`src/rtl/race_pkg.sv`:
```
// Shared types, constants and helpers for the MAC sequencer.
package race_pkg;

    typedef enum logic [1:0] {
        IDLE  = 2'd0,
        RUN   = 2'd1,
        DRAIN = 2'd2,
        DONE  = 2'd3
    } race_state_e;

    // Cycles from the last MAC enable until the accumulator has absorbed it.
    localparam int unsigned MAC_LAT = 2;

    localparam int unsigned DEF_SAMPLE_SIZE = 16;
    localparam int unsigned DEF_COEFF_SIZE  = 17;

    // Index width for a table of 'value' entries (at least one bit).
    function automatic int unsigned clog2_f(input int unsigned value);
        int unsigned width;
        width = 1;
        while ((64'd1 << width) < 64'(value)) begin
            width = width + 1;
        end
        return width;
    endfunction

    // Full product / accumulator width.
    function automatic int unsigned acc_width_f(input int unsigned sample_w,
                                                input int unsigned coeff_w);
        return sample_w + coeff_w;
    endfunction

endpackage

```
`src/rtl/race_delay_line.sv`:
```
// Circular sample delay line: one write port at wp, one combinational
// read port at (wp - k) mod DEPTH. DEPTH need not be a power of two.
module race_delay_line
    import race_pkg::*;
#(
    parameter  int unsigned DW    = 16,
    parameter  int unsigned DEPTH = 32,
    localparam int unsigned AW    = clog2_f(DEPTH)
) (
    input  logic          clk,
    input  logic          nrst,
    input  logic          we_i,
    input  logic [AW-1:0] wp_i,
    input  logic [AW-1:0] k_i,
    input  logic [DW-1:0] wr_data_i,
    output logic [DW-1:0] rd_data_o
);

    logic [DW-1:0] mem_q [DEPTH];
    logic [AW:0]   idx_c;

    // Sample storage, cleared on reset so old history never leaks into a new run.
    always_ff @(posedge clk or negedge nrst) begin
        if (!nrst) begin
            for (int unsigned i = 0; i < DEPTH; i++) begin
                mem_q[i] <= '0;
            end
        end else if (we_i) begin
            mem_q[wp_i] <= wr_data_i;
        end
    end

    // Backwards tap index with explicit wrap instead of bit truncation.
    always_comb begin
        if (wp_i >= k_i) begin
            idx_c = {1'b0, wp_i} - {1'b0, k_i};
        end else begin
            idx_c = {1'b0, wp_i} + (AW+1)'(DEPTH) - {1'b0, k_i};
        end
        rd_data_o = mem_q[idx_c[AW-1:0]];
    end

endmodule

```
`src/rtl/race_mac_sequencer.sv`:
```
// Sequences a shared 2-stage MAC (no accumulator clear) to produce one
// TAPS-tap FIR output per accepted sample. Each result is the accumulator
// delta across the burst, taken modulo the accumulator width.
// Optional build macro RACE_SEQ_SAT_EN: result is shifted right by
// FRAC_SHIFT and saturated to SAMPLE_SIZE bits; sat_flag_q records clamps.
module race_mac_sequencer
    import race_pkg::*;
#(
    parameter  int unsigned SAMPLE_SIZE = DEF_SAMPLE_SIZE,
    parameter  int unsigned COEFF_SIZE  = DEF_COEFF_SIZE,
    parameter  int unsigned TAPS        = 32,
    parameter  int unsigned FRAC_SHIFT  = 16,
    localparam int unsigned AW          = clog2_f(TAPS),
    localparam int unsigned ACC_W       = acc_width_f(SAMPLE_SIZE, COEFF_SIZE),
`ifdef RACE_SEQ_SAT_EN
    localparam int unsigned YW          = SAMPLE_SIZE
`else
    localparam int unsigned YW          = ACC_W
`endif
) (
    input  logic                   clk,
    input  logic                   nrst,
    input  logic                   s_valid,
    output logic                   s_ready,
    input  logic [SAMPLE_SIZE-1:0] s_data,
    output logic [AW-1:0]          coeff_addr,
    input  logic [COEFF_SIZE-1:0]  coeff_data,
    output logic                   mac_en,
    output logic [SAMPLE_SIZE-1:0] mac_s,
    output logic [COEFF_SIZE-1:0]  mac_c,
    input  logic [ACC_W-1:0]       mac_dout,
    output logic                   y_valid,
    output logic [YW-1:0]          y_data
);

    // A shift that discards the whole accumulator is a configuration mistake.
    if (FRAC_SHIFT >= ACC_W) begin : g_frac_shift_range
        $error("race_mac_sequencer: FRAC_SHIFT must be smaller than SAMPLE_SIZE+COEFF_SIZE");
    end

    race_state_e      state_q, state_d;
    logic [AW-1:0]    k_q, k_d;
    logic [AW-1:0]    wp_q, wp_d;
    logic [ACC_W-1:0] acc_prev_q, acc_prev_d;
    logic [ACC_W-1:0] diff_c;
    logic [YW-1:0]    y_q, y_d, y_next_c;
    logic             s_ready_q, mac_en_q, y_valid_q;
    logic             we_c;
    logic [SAMPLE_SIZE-1:0] rd_data_c;

`ifdef RACE_SEQ_SAT_EN
    localparam logic signed [ACC_W-1:0] Y_MAX =
        {{(ACC_W-SAMPLE_SIZE+1){1'b0}}, {(SAMPLE_SIZE-1){1'b1}}};
    localparam logic signed [ACC_W-1:0] Y_MIN =
        {{(ACC_W-SAMPLE_SIZE+1){1'b1}}, {(SAMPLE_SIZE-1){1'b0}}};

    logic                    sat_flag_q, sat_flag_d;
    logic                    clamp_c;
    logic signed [ACC_W-1:0] shifted_c;
`endif

    race_delay_line #(
        .DW    (SAMPLE_SIZE),
        .DEPTH (TAPS)
    ) u_line (
        .clk       (clk),
        .nrst      (nrst),
        .we_i      (we_c),
        .wp_i      (wp_q),
        .k_i       (k_q),
        .wr_data_i (s_data),
        .rd_data_o (rd_data_c)
    );

    // Burst result: accumulator delta, optionally rescaled and clamped.
    always_comb begin
        diff_c = mac_dout - acc_prev_q;
`ifdef RACE_SEQ_SAT_EN
        shifted_c = $signed(diff_c) >>> FRAC_SHIFT;
        clamp_c   = 1'b0;
        y_next_c  = shifted_c[YW-1:0];
        if (shifted_c > Y_MAX) begin
            y_next_c = Y_MAX[YW-1:0];
            clamp_c  = 1'b1;
        end else if (shifted_c < Y_MIN) begin
            y_next_c = Y_MIN[YW-1:0];
            clamp_c  = 1'b1;
        end
`else
        y_next_c = diff_c;
`endif
    end

    // Next-state logic; k doubles as the tap index in RUN and the drain counter.
    always_comb begin
        state_d    = state_q;
        k_d        = k_q;
        wp_d       = wp_q;
        acc_prev_d = acc_prev_q;
        y_d        = y_q;
        we_c       = 1'b0;
`ifdef RACE_SEQ_SAT_EN
        sat_flag_d = sat_flag_q;
`endif
        case (state_q)
            IDLE: begin
                if (s_valid && s_ready_q) begin
                    we_c    = 1'b1;
                    state_d = RUN;
                    k_d     = '0;
                end
            end
            RUN: begin
                if (k_q == AW'(TAPS - 1)) begin
                    state_d = DRAIN;
                    k_d     = '0;
                end else begin
                    k_d = k_q + AW'(1);
                end
            end
            DRAIN: begin
                if (k_q == AW'(MAC_LAT - 1)) begin
                    state_d    = DONE;
                    k_d        = '0;
                    y_d        = y_next_c;
                    acc_prev_d = mac_dout;
                    wp_d       = (wp_q == AW'(TAPS - 1)) ? '0 : wp_q + AW'(1);
`ifdef RACE_SEQ_SAT_EN
                    sat_flag_d = clamp_c;
`endif
                end else begin
                    k_d = k_q + AW'(1);
                end
            end
            DONE: begin
                state_d = IDLE;
            end
            default: begin
                state_d = IDLE;
            end
        endcase
    end

    // State and datapath registers; handshake/strobe outputs follow next state.
    always_ff @(posedge clk or negedge nrst) begin
        if (!nrst) begin
            state_q    <= IDLE;
            k_q        <= '0;
            wp_q       <= '0;
            acc_prev_q <= '0;
            y_q        <= '0;
            s_ready_q  <= 1'b0;
            mac_en_q   <= 1'b0;
            y_valid_q  <= 1'b0;
`ifdef RACE_SEQ_SAT_EN
            sat_flag_q <= 1'b0;
`endif
        end else begin
            state_q    <= state_d;
            k_q        <= k_d;
            wp_q       <= wp_d;
            acc_prev_q <= acc_prev_d;
            y_q        <= y_d;
            s_ready_q  <= (state_d == IDLE);
            mac_en_q   <= (state_d == RUN);
            y_valid_q  <= (state_d == DONE);
`ifdef RACE_SEQ_SAT_EN
            sat_flag_q <= sat_flag_d;
`endif
        end
    end

    assign s_ready    = s_ready_q;
    assign mac_en     = mac_en_q;
    assign coeff_addr = k_q;
    assign mac_s      = mac_en_q ? rd_data_c : '0;
    assign mac_c      = mac_en_q ? coeff_data : '0;
    assign y_valid    = y_valid_q;
    assign y_data     = y_q;

endmodule

```
`config.mk`:
```
export PLATFORM = sky130hd
export DESIGN_NAME = race_mac_sequencer
export DESIGN_NICKNAME = d
export VERILOG_FILES = /design/src/rtl/race_pkg.sv /design/src/rtl/race_delay_line.sv /design/src/rtl/race_mac_sequencer.sv
export SDC_FILE = /design/constraint.sdc
export NUM_CORES = 1
export LEC_CHECK = 0
export ABC_CLOCK_PERIOD_IN_PS = 9600
export CORE_MARGIN = 4
export CORE_UTILIZATION = 60
export DETAILED_ROUTE_END_ITERATION = 10
export PLACE_DENSITY = 0.8
export SYNTH_ARGS = -nofsm -noshare
export SYNTH_HDL_FRONTEND = slang
export SYNTH_SLANG_ARGS = --single-unit
```
`constraint.sdc`:
```
create_clock -name clk -period 9.6 [get_ports clk]
set_input_delay 1.44 -clock clk [delete_from_list [all_inputs] [get_ports clk]]
set_output_delay 1.44 -clock clk [all_outputs]
set_load 0.03 [all_outputs]
```
; After elaboration in Yosys (flattened, before gate mapping)
; Cells that the tools add are included.
[word_totals]
ff_bits = 593
wordCells = 88
inputBits = 69
n_memories = 0
rom_bits = 0
latch_bits = 0
mem_bits_rw = 0
[classes]
bitwise_logic = 2
n_eq_ne = 9
order_cmp = 4
n_addsub = 6
reduce_logical = 7
mul = 0
n_div = 0
n_mux = 20
shift = 0
[op_table]
columns = op, n
row1 = $bwmux W512, 1
row2 = $bmux W16 S5, 1
row3 = $demux W16 S5, 1
row4 = $mux W16, 4
row5 = $sub A33 B33 Y33, 1
row6 = $mux W5, 5
row7 = $mux W17, 1
row8 = $add A5 B1 Y5 const B, 3
row9 = $pmux W5 S3, 1
row10 = $ge A6 B6 Y1 const B, 2
row11 = $not A5 Y6, 2
row12 = $eq A5 B5 Y1 const B, 2
row13 = $sub A5 B5 Y5, 2
row14 = $pmux W2 S4, 1
row15 = $eq A2 B2 Y1 const B, 3
row16 = $lt A6 B1 Y1 const B, 1
row17 = $mux W2, 3
row18 = $eq A5 B1 Y1 const B, 1
row19 = $ge A5 B5 Y1, 1
row20 = $eq A2 B1 Y1 const B, 2
row21 = $logic_not A2 Y1, 2
row22 = $reduce_and A2 Y1, 2
row23 = $reduce_bool A3 Y1, 1
row24 = $logic_and A1 B1 Y1, 2
row25 = 2 further kinds, 3

; Logic depth before layout (Yosys ltp)
[depth]
ltp_word = 8
depth_mapped = 11
mapped_depth_nobuf = 11

; Modules after synthesis
; Synthesis repeated with hierarchy kept, for this count alone.
[hier_totals]
hier_cells = 2560
area_unflattened_um2 = 30086.4
[by_module_without_submodules]
columns = module, area_per_inst_um2, cells_each, seq_area_each_um2, instances
row1 = race_delay_line, 24770.0, 1918, 12812.3, 1
row2 = race_mac_sequencer, 5316.3, 642, 2026.9, 1

; Least setup slack after synthesis
; Ideal clock, no wire load.
[synth_timing]
path_type = flip-flop to output port
startpoint = register k_q[0], in the netlist coeff_addr[0]
endpoint = output mac_s[0]
required_ps = 8160
path_buffers = 2
slack_ps = 5047
path_stages_with_launch = 10
t_arrival_ps = 3113
path_cell_list = dfrtp_1 ha_1 inv_1 fa_1 clkbuf_1 buf_2 mux4_2 mux4_2 mux2i_1 nor2b_1
[synth_between]
elab_chain_len = 7
[synth_lines]
columns = item, line
row1 = start: declaration, race_mac_sequencer.sv:42  ; logic [AW-1:0] k_q, k_d;
row2 = start signal: assignment, race_mac_sequencer.sv:160  ; k_q <= k_d;
row3 = "$sub A5 B5 Y5, or another cell as far along", race_delay_line.sv:38  ; idx_c = {1'b0, wp_i} + (AW+1)'(DEPTH) - {1'b0, k_i};
row4 = $mux W5 *, race_delay_line.sv:35  ; if (wp_i >= k_i) begin
row5 = $not A5 Y6 (not written as such) *, race_delay_line.sv:40  ; rd_data_o = mem_q[idx_c[AW-1:0]];
row6 = $bmux W16 S5 *, race_delay_line.sv:40
row7 = $mux W16 (not written as such) * (2 in series), race_delay_line.sv:40
row8 = $mux W16 *, race_mac_sequencer.sv:176  ; assign mac_s = mac_en_q ? rd_data_c : '0;
row9 = end: declaration, race_mac_sequencer.sv:29  ; output logic [SAMPLE_SIZE-1:0] mac_s,
; Mark *: on every way between the ends. The rest lies on a longest branch, timed or not. The select of a mux whose other input is x is not followed.

; Worst setup path after layout
[layout_timing]
startpoint = register wp_q[0]
endpoint = output mac_s[5]
[layout_between]
elab_chain_len = 8
[layout_lines]
columns = item, line
row1 = start: declaration, race_mac_sequencer.sv:43  ; logic [AW-1:0] wp_q, wp_d;
row2 = start signal: assignment, race_mac_sequencer.sv:161  ; wp_q <= wp_d;
row3 = $add A5 B1 Y5, race_delay_line.sv:38
row4 = $sub A5 B5 Y5, race_delay_line.sv:38
row5 = $mux W5 *, race_delay_line.sv:35
row6 = $not A5 Y6 (not written as such) *, race_delay_line.sv:40
row7 = $bmux W16 S5 *, race_delay_line.sv:40
row8 = $mux W16 (not written as such) * (2 in series), race_delay_line.sv:40
row9 = $mux W16 *, race_mac_sequencer.sv:176
; Marked as above.

==> key figures <==
Drt
  • Iteration-0 DRC Markers: 1307
  • DR vias/cell: 6.269
  • DRC: 0
  • Detailed-route via count: 17270
  • WL/cell: 24.00 um
  • Antenna-violating nets left: 0
  • Pre-antenna DRT Iters: 5
  • Wirelength, routed: 66.13 mm

Synthesis
  • Asr flop ratio synth: 1.000
  • Post-synth cell types: 54
  • Number of synthesized flops with an enable pin: 0
  • Ys Warns: 0
  • Main synth FF type: dfrtp_1
  • Syn Inst Count: 2004
  • Net Count, Synth: approximately 2100
  • Syn Area/Cell: 14.20 sq um
  • Mapped cell area: 0.02846 sq mm
  • #FFs+latches synth: 593
  • Register area share after synthesis: 0.5213

Clock tree
  • CTS H-Tree Depth: 2
  • # Post-CTS Setup Buffers: 0
  • Reg clk slew, reported paths: 0.06 ns
  • Clock Path Buffers: 3
  • TritonCTS clock tree: yes
  • CTS Buf Count: 59
  • Insertion delay to the later sink of the worst-skew pair: approximately 0.62 ns
  • Clock sinks: 593
  • Clock root cell: clkbuf_16
  • Post-CTS sizing: 0
  • Hold-fix buffers, CTS: 0

STA
  • Max Clock Skew: between 0.02 and 0.03 ns
  • Max Clk Rate: 0.1442 GHz
  • Final Hold Fails: 0
  • Setup TNS: 0 ns
  • Final Worst Setup Slack: 2.665 ns
  • Unrepaired setup endpoints after global routing: no
  • Fin crit share: 0.7224
  • Final setup fails: 0
  • Slew @ Worst Pin: ~1.2 ns
  • Slew headroom: 0.1934
  • Slew Limit Fails: 0
  • Min Tclk post-route: 6.935 ns

Worst setup path
  • Worst-path cell chain: inv_1, ha_4, inv_1, fa_4, buf_12, mux4_2, mux4_2, mux2i_1, nor2b_1, clkdlybuf4s50_1
  • Stages on worst setup path: 10
  • Critical Path Max Stage Delay: roughly 1.3 ns
  • Critical Path RT: slightly above 8 ns
  • Critical path buffers and inverters: 4
  • Critical path type: reg2out
  • Slowest stage cell on the critical path: fa_4
  • Cell family with most CP delay: buffers and inverters
  • Reg2reg path depth: 7
  • WP data arrival: 5.49 ns
  • Setup crit start: wp_q[0]
  • Crit path capture type: output port
  • R2r startpoint: state_q[0]
  • Critical path startpoint category: register
  • Worst-path maximum fanout: 96

Layout
  • Fillers: 3058
  • Nets: 2220
  • Most common cell after layout, fill and taps aside: dfrtp_1
  • Area grow syn2layout: 13.86%
  • Layout Utilization: 0.6932
  • Share of cells above drive strength 1: 0.3987
  • Design area: 0.03241 sq mm
  • Commonest non-fill, non-tap cells in the layout: dfrtp_1 (593), mux2_2 (515), mux4_2 (160)

Global route
  • Initial antenna violation count: 2
  • First-pass GRT wire length: 105.2 mm
  • Largest net degree at the start of global routing: 179
  • Total gr overflow: 0
  • GRT Overall Usage: 0.2652
  • Vias in the first global route: 18490

Die
  • Die W: 225.8 um
  • Row cnt: 79
  • Die area: 0.05099 sq mm
  • Core area: 0.04675 sq mm
  • Die H: ~230 um
  • Initial Utilization: 0.6088
  • Boundary Pins: 143

Min path
  • Hold Crit Depth: 2
  • Hold_sp: y_data[12]
  • HP Class: reg2reg

Place
  • IO buf count: about 140
  • Placed Area: 0.03044 sq mm
  • Final HPWL DP: 39.11 mm
  • Pre-CTS WS: 3.210 ns
  • Final GP Congestion: ~0.86

Power
  • Leakage: 15.40 nW
  • Worst vdd ir: 0.0001815 V
  • Tot Pwr: roughly 6.5 mW
  • Power Dens Cells: 200.8 mW/mm^2

Job
  • Max_cap viols: 0

Run status
  • Outcome: complete, no violations
==> sequential cells by signal, indices dropped and copies added (netlist names) <==
name,flops
s_ready,1
u_line.mem_q,512
y_valid,1
coeff_addr,5
wp_q,5
y_data,33
mac_en,1
acc_prev_q,33
state_q,2
==> cells in the mapped netlist (2+ instances only) <==
| cell | number | area share |
|---|---|---|
| a211o_1 | 4 | 0.0012 |
| a211oi_1 | 4 | 0.0011 |
| a21o_1 | 22 | 0.0058 |
| a21oi_1 | 38 | 0.0067 |
| a21oi_2 | 5 | 0.0015 |
| a31oi_1 | 4 | 0.00088 |
| and2_1 | 22 | 0.0048 |
| and3_1 | 3 | 0.00066 |
| buf_2 | 50 | 0.0088 |
| buf_4 | 6 | 0.0016 |
| clkbuf_1 | 94 | 0.012 |
| dfrtp_1 | 593 | 0.52 |
| fa_1 | 2 | 0.0014 |
| ha_1 | 48 | 0.021 |
| inv_1 | 48 | 0.0063 |
| mux2_2 | 515 | 0.20 |
| mux2i_1 | 16 | 0.0056 |
| mux4_2 | 160 | 0.13 |
| nand2_1 | 107 | 0.014 |
| nand2b_1 | 7 | 0.0015 |
| nand3_1 | 10 | 0.0018 |
| nand3b_1 | 4 | 0.0011 |
| nand4_1 | 11 | 0.0024 |
| nor2_1 | 46 | 0.0061 |
| nor2_2 | 8 | 0.0018 |
| nor2b_1 | 20 | 0.0044 |
| nor3_1 | 3 | 0.00053 |
| nor3b_1 | 4 | 0.0011 |
| nor4_1 | 2 | 0.00044 |
| nor4b_1 | 2 | 0.00062 |
| o211ai_1 | 2 | 0.00053 |
| o21ai_0 | 82 | 0.014 |
| o21ai_1 | 4 | 0.00070 |
| o21bai_1 | 3 | 0.00079 |
| o31ai_1 | 5 | 0.0013 |
| or3_1 | 7 | 0.0015 |
| xnor2_1 | 17 | 0.0052 |
| xor2_1 | 10 | 0.0031 |
==> cell type report <==
cell class,count,area (sq um),area share
Clock buffer,87,1764,0.05443
Multi-Input combinational cell,1213,12870,0.3973
Tap cell,607,759.5,0.02343
Sequential cell,593,14840,0.4579
Clock inverter,20,207.7,0.006409
Timing Repair Buffer,186,1782,0.05497
Inverter,48,180.2,0.005559
Antenna cell,1,2.502,0.00007721
==> worst reg2reg max path, stage by stage, from the launching register on <==
cell and delay, ns:
dfrtp_1 0.40, inv_1 0.14, ha_1 0.25, and3_1 0.36, nand2_1 0.33, nor2_1 0.95
buf_4 0.39, mux2_2 0.36
==> metrics by stage <==
step | std cells | hold WS [ns]
floorplan | 2004 | 0.4538
global placement | 2647 | 0.4538
detailed placement | 2647 | 0.4702
CTS | 2754 | 0.4832
global route | 2755 | 0.5062
finish | 2755 | 0.4783
==> per-layer routing <==
layer	vias to the layer above	wire, um	global-route usage
met5	-	12	0
met2	482	33360	0.4503
met1	9169	27420	0.3612
li1	7489	-	-
met3	130	3519	0.04069
met4	2	1814	0.07686
==> final timing paths <==
kind,end,slack [ns]
max in group asynchronous,u_line.mem_q[235],7.01
setup reg to reg,u_line.mem_q[52],6.31
min in group asynchronous,u_line.mem_q[1],0.91
hold / removal,y_data[12],0.48
setup / recovery,mac_s[5],2.67
hold reg to reg,y_data[12],0.48
==> logic make-up after synthesis <==
family / count (synthesis) / synth area share
fa+ha+maj: 50 / 0.02251
mux: 691 / 0.3360
xor+xnor: 27 / 0.008308
flops: 593 / 0.5213
simple gates: 264 / 0.04501
compound gates: 181 / 0.03776
buf+inv: 198 / 0.02910
==> power by group <==
group / total (mW) / internal, mW / switching (mW)
clock: 2.33 / 1.37 / 0.960
combinational: 1.59 / 0.690 / 0.898
sequential: 2.59 / 2.54 / 0.0448
Power figures use the tool's default switching activity.
